[config.mk]
export PLATFORM = sky130hd
export DESIGN_NAME = ram_arbiter
export DESIGN_NICKNAME = d
export VERILOG_FILES = /design/src/rtl/ram_arbiter.sv
export SDC_FILE = /design/constraint.sdc
export NUM_CORES = 1
export LEC_CHECK = 0
export ABC_AREA = 1
export CAP_MARGIN = 20
export CORE_MARGIN = 3
export CORE_UTILIZATION = 37
export DETAILED_ROUTE_END_ITERATION = 12
export GPL_ROUTABILITY_DRIVEN = 0
export PLACE_DENSITY = 0.79
export SLEW_MARGIN = 15
export SYNTH_ARGS = -nofsm -noshare
export SYNTH_HDL_FRONTEND = slang
export SYNTH_SLANG_ARGS = --single-unit
[constraint.sdc]
create_clock -name clk -period 1.3 [get_ports clk]
set_clock_uncertainty 0.1 [all_clocks]
set_input_delay 0.13 -clock clk [delete_from_list [all_inputs] [get_ports clk]]
set_output_delay 0.13 -clock clk [all_outputs]
set_load 0.03 [all_outputs]
[src/rtl/ram_arbiter.sv]
// ram_arbiter: two-port round-robin arbiter and access sequencer for a
// 128 x 8 single-port synchronous RAM with a registered read port.
module ram_arbiter #(
    parameter int unsigned ADDR_W = 7,
    parameter int unsigned DATA_W = 8
) (
    input  logic              clk,
    input  logic              rst,
    input  logic              req0,
    input  logic              we0,
    input  logic [ADDR_W-1:0] addr0,
    input  logic [DATA_W-1:0] wdata0,
    input  logic              req1,
    input  logic              we1,
    input  logic [ADDR_W-1:0] addr1,
    input  logic [DATA_W-1:0] wdata1,
    output logic              ack0,
    output logic [DATA_W-1:0] rdata0,
    output logic              ack1,
    output logic [DATA_W-1:0] rdata1,
    output logic              busy,
    output logic              ram_we,
    output logic [ADDR_W-1:0] ram_addr,
    output logic [DATA_W-1:0] ram_din,
    input  logic [DATA_W-1:0] ram_dout
);

    typedef enum logic [1:0] {
        S_IDLE  = 2'd0,
        S_ISSUE = 2'd1,
        S_WAIT  = 2'd2,
        S_ACK   = 2'd3
    } state_t;

    state_t            state, state_nx;
    logic              cmd_we, cmd_we_nx;
    logic              cmd_port, cmd_port_nx;
    logic              prio, prio_nx;
    logic              grant1;
    logic              ack0_nx, ack1_nx, busy_nx, ram_we_nx;
    logic [DATA_W-1:0] rdata0_nx, rdata1_nx, ram_din_nx;
    logic [ADDR_W-1:0] ram_addr_nx;

    // Port 1 wins when it is the sole requester or holds priority in a tie.
    always_comb grant1 = req1 & (~req0 | prio);

    // State register.
    always_ff @(posedge clk) begin
        if (rst) state <= S_IDLE;
        else     state <= state_nx;
    end

    // Next-state, command latch and next output values.
    always_comb begin
        state_nx    = state;
        cmd_we_nx   = cmd_we;
        cmd_port_nx = cmd_port;
        prio_nx     = prio;
        ack0_nx     = 1'b0;
        ack1_nx     = 1'b0;
        rdata0_nx   = rdata0;
        rdata1_nx   = rdata1;
        ram_we_nx   = 1'b0;
        ram_addr_nx = ram_addr;
        ram_din_nx  = ram_din;
        unique case (state)
            S_IDLE: begin
                if (req0 | req1) begin
                    state_nx    = S_ISSUE;
                    cmd_port_nx = grant1;
                    if (grant1) begin
                        cmd_we_nx   = we1;
                        ram_we_nx   = we1;
                        ram_addr_nx = addr1;
                        ram_din_nx  = wdata1;
                    end else begin
                        cmd_we_nx   = we0;
                        ram_we_nx   = we0;
                        ram_addr_nx = addr0;
                        ram_din_nx  = wdata0;
                    end
                end
            end
            S_ISSUE: state_nx = S_WAIT;
            S_WAIT: begin
                state_nx = S_ACK;
                if (!cmd_we) begin
                    if (cmd_port) rdata1_nx = ram_dout;
                    else          rdata0_nx = ram_dout;
                end
                ack0_nx = ~cmd_port;
                ack1_nx = cmd_port;
            end
            S_ACK: begin
                state_nx = S_IDLE;
                prio_nx  = ~prio;
            end
            default: state_nx = S_IDLE;
        endcase
        busy_nx = (state_nx != S_IDLE);
    end

    // Registered command, priority and outputs; a write issued in the reset
    // cycle still reaches the RAM because ram_we was registered beforehand.
    always_ff @(posedge clk) begin
        if (rst) begin
            cmd_we   <= 1'b0;
            cmd_port <= 1'b0;
            prio     <= 1'b0;
            ack0     <= 1'b0;
            ack1     <= 1'b0;
            rdata0   <= '0;
            rdata1   <= '0;
            busy     <= 1'b0;
            ram_we   <= 1'b0;
            ram_addr <= '0;
            ram_din  <= '0;
        end else begin
            cmd_we   <= cmd_we_nx;
            cmd_port <= cmd_port_nx;
            prio     <= prio_nx;
            ack0     <= ack0_nx;
            ack1     <= ack1_nx;
            rdata0   <= rdata0_nx;
            rdata1   <= rdata1_nx;
            busy     <= busy_nx;
            ram_we   <= ram_we_nx;
            ram_addr <= ram_addr_nx;
            ram_din  <= ram_din_nx;
        end
    end

endmodule

# Yosys cells after proc, flatten, opt, wreduce, memory -nomap -nowiden
# Cells that the tools add are included.
classes:
  mux: 5
  bitwise: 10
  n_reduce_logical: 7
  n_eq_ne: 3
op_table:
  columns: ["operator", "count"]
  rows:
  - ["2-to-1 mux 8 bit", 1]
  - ["one-hot mux 2 bit (4 select lines)", 1]
  - ["2-to-1 mux 7 bit", 1]
  - ["NOT 1 bit", 7]
  - ["AND reduction 3 bit", 2]
  - ["== test 2 bit, second input constant", 2]
  - ["OR reduction 3 bit", 1]
  - ["== test 2 x 1 -> 1 bit, second input constant", 1]
  - ["logical NOT 2 bit", 1]
  - ["2-to-1 mux 2 bit", 1]
  - ["bitwise OR 1 bit", 2]
  - ["AND reduction 2 bit", 1]
  - ["nonzero test 2 bit", 1]
  - ["OR reduction 2 bit", 1]
  - ["bitwise AND 1 bit", 1]
  - ["2-to-1 mux 1 bit", 1]
word_totals:
  word_cells: 37
  inputBits: 44
  output_inout_bits: 35
  regBits: 40

# Logic depth before layout (Yosys ltp)
# Gate-level depths: netlist of the first run.
depth:
  depth_word: 4
  ltp_mapped: 8
  depth_no_buf: 7

# Worst setup path after synthesis of the first run
# Ideal clock, no wire load.
synth_timing:
  path_kind: "register to register"
  from: "reg state[0]"
  to: "reg ram_addr[5]"
  setup_time_ns: 0.115
  arrival_time_ns: 1.136
  required_ns: 1.085
  path_slack_ns: -0.050
  n_path_buf: 1
  stages_incl_launch_ff: 9
  path_cell_list: "dfxtp_1 inv_1 ha_1 inv_1 nor2_4 buf_6 nand2_1 nor2_1 nor2_1"
synth_between:
  elab_chain_cells: 2
synth_rtl:
  columns: ["element", "line_no", "text"]
  rows:
  - ["start, declared", "35", "state_t state, state_nx;"]
  - ["start signal, assigned", "50", "else state <= state_nx;"]
  - ["logical NOT 2 bit", "66", "unique case (state)"]
  - ["AND reduction 2 bit (no line)", null, null]
  - ["end signal, assigned", "128", "ram_addr <= ram_addr_nx;"]
  - ["end, declared", "23", "output logic [ADDR_W-1:0] ram_addr,"]
# No other way between the ends.
# A chain may end at the register's enable or synchronous reset.

# Final worst setup path of the first run
layout_timing:
  from: "reg state[0]"
  to: "reg rdata1[1]"
layout_between:
  elab_chain_cells: 2
layout_rtl:
  columns: ["element", "line_no", "text"]
  rows:
  - ["== test 2 bit", "66", null]
  - ["AND reduction 3 bit (no line)", null, null]
  - ["end signal, assigned", "125", "rdata1 <= rdata1_nx;"]
  - ["end, declared", "20", "output logic [DATA_W-1:0] rdata1,"]
# No other way between the ends.

==> results of run 1 <==
## layer usage
layer	routed length (µm)	part of all wire [%]
met1	2080	44
met2	2090	45
met4	121	2.6
met5	0	0
met3	387	8.3
## power by group
group	internal [mW]	switching, mW
registers	1.60	0.197
logic	1.19	1.67
clock network	0.570	0.416
## cells in the final DEF (no fill, tap or decap), types with 2 or more instances in the layout
cell type,Yosys,routed
nand3_1,24,21
nand2_2,0,3
o21ai_0,17,14
clkbuf_2,0,3
o21ai_1,13,15
a21oi_1,12,12
nand2_1,27,22
dlygate4sd2_1,0,19
inv_2,0,3
a21boi_0,12,12
buf_4,0,22
nand3_4,0,2
inv_1,26,22
buf_6,2,4
dfxtp_1,40,38
nor2_1,45,39
ha_1,4,3
nand2_4,0,2
nor2_2,1,7
clkdlybuf4s15_1,0,12
dfxtp_2,0,2
clkdlybuf4s50_1,0,43
clkbuf_8,0,5
## final cells by class
cell class,count,area share [%]
clock inverters,2,1.21
inverters,26,3.46
multi-input cells,158,29.6
well taps,52,2.25
clock buffers,6,2.51
flip-flops and latches,40,27.7
repair buffers,104,33.2
## metrics by stage
step / hold WS [ns] / area [µm²]
3_3_place_gp: 0.330 / 2700
6_report: 0.344 / 2900
2_1_floorplan: 0.197 / 1750
5_1_grt: 0.355 / 2900
4_1_cts: 0.345 / 2800
3_5_place_dp: 0.336 / 2700
## kinds of logic after synthesis
kind of cell             synth area share, %
AND/OR/NAND/NOR                         23.7
AO/OA/AOI/OAI                           17.2
flip-flops                              45.7
buffers and inverters                   10.0
adder cells (fa/ha/maj)                 2.86
XOR/XNOR                               0.500
## worst min-delay path: cells and delay by family, from the launching register on
kind	cells	cell delay (ns)
buffers and inverters	1	0.04
flip-flops	1	0.31
AO/OA/AOI/OAI	1	0.05
## state kept, by name (all words and copies together), names as in the netlist
name / count
ram_din: 8
rdata0: 8
rdata1: 8
ram_addr: 7
state: 2
ack0: 1
ack1: 1
busy: 1
cmd_port: 1
cmd_we: 1
prio: 1
ram_we: 1
## what timing repair did
action,CTS,global route
setup endpoints to repair,64,49
resized for setup,40,47
hold buffers,0,0
pin swaps,0,18
cloned,1,0
setup buffers,1,1
## how the worst max path moves through the flow
stage | start | endpoint | slack [ns]
after floorplan | state[0] | ram_addr[5] | 0.006
after global placement | req0 | ram_din[1] | -0.16
after detailed placement | req0 | ram_din[1] | -0.20
after CTS | state[0] | rdata1[1] | -0.1
after global routing | state[1] | ram_din[7] | -0.11
final | state[0] | rdata1[1] | -0.02
==> results.md, run 1 <==
- Max_cap viols: 0
- Overall power: 5.64 mW
- Least-Margin Pin Slew: 0.331 ns
- GR Util met3: 6.41%
- Clk slew on worst S/H paths: 0.08 ns
- Syn. warnings: 0
- Final period utilization: 101%
- Global route hottest layer: met2
- Crit-path max FO: 11
- Nature of the critical path startpoint: flip-flop
- Syn nets: 285
- Number of synthesized flops with an enable pin: 0
- First-pass detailed-route iteration total: 4
- Vias in the first global route: 1742
- Area leader, netlist: dfxtp_1
- Share of the synthesized area in the top cell type: 45.7%
- Root Driver: clkbuf_8
- HPWL after DPL: 3500 µm
- Pwr Density: 1950 nW/µm²
- Ratio of cells with drive above 1 in the final layout: 18.2%
- Hold Path Depth: 2
- Via count: 1846
- Area of the multi-input gates: 858 µm²
- Worst-path cell chain: inv_2, ha_1, nand3_4, buf_4, a21oi_1
- Critical Path Max Stage Delay: 0.33 ns
- Fin worst setup slack: -0.0174 ns
- Tot GR Track Use: 17.2%
- Max Fclk: 759 MHz
- Non-Filler Instances: 388
- Post-synthesis cell type count: 16
- Antenna Diode Count: 0
- Initial core utilization: 39.1%
- Clk Latency, worst-skew pair: 0.29 ns
- Die height: 74.8 µm
- # placed instances: 377
- Crit path time final: 1.32 ns
- FF+latch count, synth: 40
- NumNets Final: 383
- CP Class: reg2reg
- Levels on crit path: 5
- Antenna violations before repair: 0
- Seq. cell area: 803 µm²
- Post-route DRC: 0
- Ys flop type: dfxtp_1
- First-pass GRT wire length: 7350 µm
- Final setup violation count: 9
- DR iter-0 viols: 52
- Asr flop ratio synth: 0%
- Worst Setup End Kind: flip-flop
- Register area share after synthesis: 45.7%
- GR Overflow Total: 0
- # H-tree levels: 2
- WL/cell: 12.1 µm
- Reg2reg end: rdata1[1]
- Post-Syn Area: 1750 µm²
- CP top delay family: flip-flops
- Worst path buffer plus inverter count: 2
- DRT antenna net count: 0
- Final Core Density: 64.7%
- Max Transition Viols Final: 0
- Final Hold Fails: 0
- Max clock buf depth: 2
- CTS Buf Count: 5
- Die Width: 74.8 µm
- Mapped Cells: 237
- RSZ-0062 raised after global routing: true
- Worst hold path class: reg2reg
- Hold_sp: rdata1[0]
- Final WL: 4680 µm
- Setup TNS: -0.0594 ns
- Rows: 24
- Port bufs: 78
- Clock sink count: 40
- Core area: 4470 µm²
- Largest net degree at the start of global routing: 19
- Synth Area per Inst: 7.39 µm²
- Commonest cells in the netlist: 45 x nor2_1, 40 x dfxtp_1, 27 x nand2_1
- VDD IR max: 0.000908 V
- Normalized max-slew margin: 78.0%
- Avg Vias per Cell: 4.76
- Io pins: 79
- Pleak: 1.31 nW
- Failing checks: setup timing
- Area contributors post-synth: dfxtp_1 46%, nor2_1 9.6%, nand3_1 6.9%, nand2_1 5.8%, inv_1 5.6%
- Slowest CP cell: dfxtp_2
- TritonCTS clock tree: yes
- Most frequent cell after synthesis: nor2_1
- Fillers: 395
- Met2 Track Usage GR: 26.2%
- Worst Path Arrival: 1.44 ns
- Reg-to-reg startpoint: state[0]
- Setup WS pre-CTS: -0.201 ns
- Status: complete, but fails checks
- Depth of the worst register-to-register path: 5
- Hold Crit Endpoint: rdata1[0]
- Req. time, crit path: 1.42 ns
- Met1 usage: 21.1%
- Die ar.: 5590 µm²
- Reg2Reg Setup Slack: -0.02 ns
- Area grow syn2layout: 65.5%
Note: power is estimated with default switching activity, not from simulation.
==> run 2, diff against run 1 <==
- SKIP_LAST_GASP: default -> 1
==> run 2 against run 1 <==
The flow still finishes with violations (setup timing). Flip-flop and latch count stayed put. Critical path depth unchanged. Wire length unchanged. Register-to-register slack hardly changed. Sequential power about the same. Fmax about the same. First-iteration DRC count stayed put.
==> results.md, run 2 (synthesis results as in run 1) <==
- TritonCTS clock tree: yes
- Rows: 24 (unchanged)
- Pleak: 1.31 nW (about the same)
- Fin Hold WS: 0.344 ns (unchanged)
- Io pins: 79 (unchanged)
- Avg Vias per Cell: 4.76 (about the same)
- Final setup violation count: 9 (unchanged)
- Hold_sp: rdata1[0]
- Setup crit start: state[0]
- Clock sink count: 40 (unchanged)
- Crit-path max FO: 11 (unchanged)
- VDD IR max: 0.000908 V (about the same)
- Most common cell after layout, fill and taps aside: clkdlybuf4s50_1
- Crit path time final: 1.32 ns (-0.0000498 ns)
- Vias in the first global route: 1742 (unchanged)
- Die ar.: 5590 µm² (unchanged)
- Antenna violations before repair: 0 (unchanged)
- NumNets Final: 383 (unchanged)
- Final Hold Fails: 0 (unchanged)
- Ratio of cells with drive above 1 in the final layout: 18.2% (unchanged)
- Max_cap viols: 0 (unchanged)
- Core area: 4470 µm² (unchanged)
- Via count: 1845 (-0.054%)
- RSZ-0062 raised after global routing: true
- Fillers: 395 (unchanged)
- Worst-path cell chain: inv_2, ha_1, nand3_4, buf_4, a21oi_1
- Max Transition Viols Final: 0 (unchanged)
- CP top delay family: flip-flops
- Area grow syn2layout: 65.5% (unchanged)
- DR iter-0 viols: 52 (unchanged)
- HPWL after DPL: 3500 µm (unchanged)
- Die Width: 74.8 µm (unchanged)
- Die height: 74.8 µm (unchanged)
- Req. time, crit path: 1.42 ns (about the same)
- CP Class: reg2reg
- Area of the multi-input gates: 858 µm² (unchanged)
- Setup TNS: -0.0590 ns (+0.000447 ns)
- First-pass detailed-route iteration total: 4 (unchanged)
- Fin worst setup slack: -0.0173 ns (+0.0000498 ns)
- Setup WS pre-CTS: -0.201 ns (unchanged)
- Port bufs: 78 (unchanged)
- Post-route DRC: 0 (unchanged)
- Failing checks: setup timing
- Root Driver: clkbuf_8
- Slowest CP cell: dfxtp_2
- Worst hold path class: reg2reg
- CTS Buf Count: 5 (unchanged)
- Tot GR Track Use: 17.2% (unchanged)
- Least-Margin Pin Slew: 0.331 ns (unchanged)
- DRT antenna net count: 0 (unchanged)
- Max Fclk: 759 MHz (about the same)
- Clk slew on worst S/H paths: 0.08 ns (about the same)
- Pwr Density: 1940 nW/µm² (about the same)
- # placed instances: 377 (unchanged)
- Worst Path Arrival: 1.44 ns (about the same)
- Largest net degree at the start of global routing: 19 (unchanged)
- Status: complete, but fails checks
- Final WL: 4680 µm (unchanged)
- WL/cell: 12.1 µm (unchanged)
- Initial core utilization: 39.1% (unchanged)
- Final period utilization: 101% (about the same)
- Regs by FF count: ram_din (8), rdata0 (8), rdata1 (8)
- Reg-to-reg startpoint: state[0]
- Non-Filler Instances: 388 (unchanged)
- Seq. cell area: 803 µm² (unchanged)
- # H-tree levels: 2 (unchanged)
- Commonest cells after routing, fill and taps aside: 43 x clkdlybuf4s50_1, 39 x nor2_1, 38 x dfxtp_1
- Nature of the critical path startpoint: flip-flop
- Normalized max-slew margin: 78.0% (unchanged)
- Clk Latency, worst-skew pair: 0.29 ns (about the same)
- GR Overflow Total: 0 (unchanged)
- Worst path buffer plus inverter count: 2 (unchanged)
- Antenna Diode Count: 0 (unchanged)
- First-pass GRT wire length: 7350 µm (unchanged)
- Worst Setup End Kind: flip-flop
- Max clock buf depth: 2 (unchanged)
- Critical Path Max Stage Delay: 0.33 ns (about the same)
run 2: cell count changes in the layout (fill, tap and decap cells not counted):
cell,before,now
o21ai_1,15,14
o21ai_0,14,15
run 2: area by class of cell:
type	count	share of cell area [%]
tap	52	2.25
timing repair buffer	104	33.2
multi-input combinational	158	29.6
sequential	40	27.7
clock buffer	6	2.51
inverter	26	3.46
clock inverter	2	1.21
run 2: per-stage QoR:
| stage | cell area, µm² | power [mW] | util, % |
|---|---|---|---|
| finish | 2900 | 5.63 | 64.7 |
| global route | 2900 | 6.03 | 64.7 |
| CTS | 2800 | 5.38 | 62.5 |
| detailed placement | 2700 | 4.51 | 60.4 |
| global placement | 2700 | 4.47 | 60.4 |
| floorplan | 1750 | 3.41 | - |
run 2: worst reg2reg max path, cell delays in order (launching register included):
cell and delay (ns):
dfxtp_2 0.33, inv_2 0.08, ha_1 0.29, nand3_4 0.15
buf_4 0.18, a21oi_1 0.13
run 2: repair_timing:
| action | 4_1_cts | 5_1_grt |
|---|---|---|
| hold buffers | 0 | 0 |
| buffers inserted | 1 | 1 |
| hold endpoints to repair | 0 | 0 |
| cloned | 1 | 0 |
| setup endpoints to repair | 64 | 49 |
| pin swaps | 0 | 18 |
| gates resized for setup | 40 | 46 |
run 2: power breakdown:
| part | internal, mW | total, mW | leakage, nW | switching (mW) |
|---|---|---|---|---|
| logic | 1.18 | 2.85 | 0.922 | 1.67 |
| clock network | 0.570 | 0.985 | 0.0552 | 0.415 |
| registers | 1.60 | 1.80 | 0.329 | 0.197 |
| total | 3.35 | 5.63 | 1.31 | 2.28 |
run 2: per-layer routing:
metal | track usage [%] | wire (µm) | vias up | share of wire, %
met5 | 0 | 0 | - | 0
met4 | 9.09 | 121 | 0 | 2.6
met3 | 6.41 | 387 | 13 | 8.3
li1 | - | - | 954 | -
met2 | 26.2 | 2090 | 80 | 45
met1 | 21.1 | 2080 | 798 | 44
run 2: final timing paths:
kind	end	slack, ns	depth (start not counted)
max	rdata1[1]	-0.02	5
max reg2reg	rdata1[1]	-0.02	5
min reg2reg	rdata1[0]	0.34	2
min	rdata1[0]	0.34	2
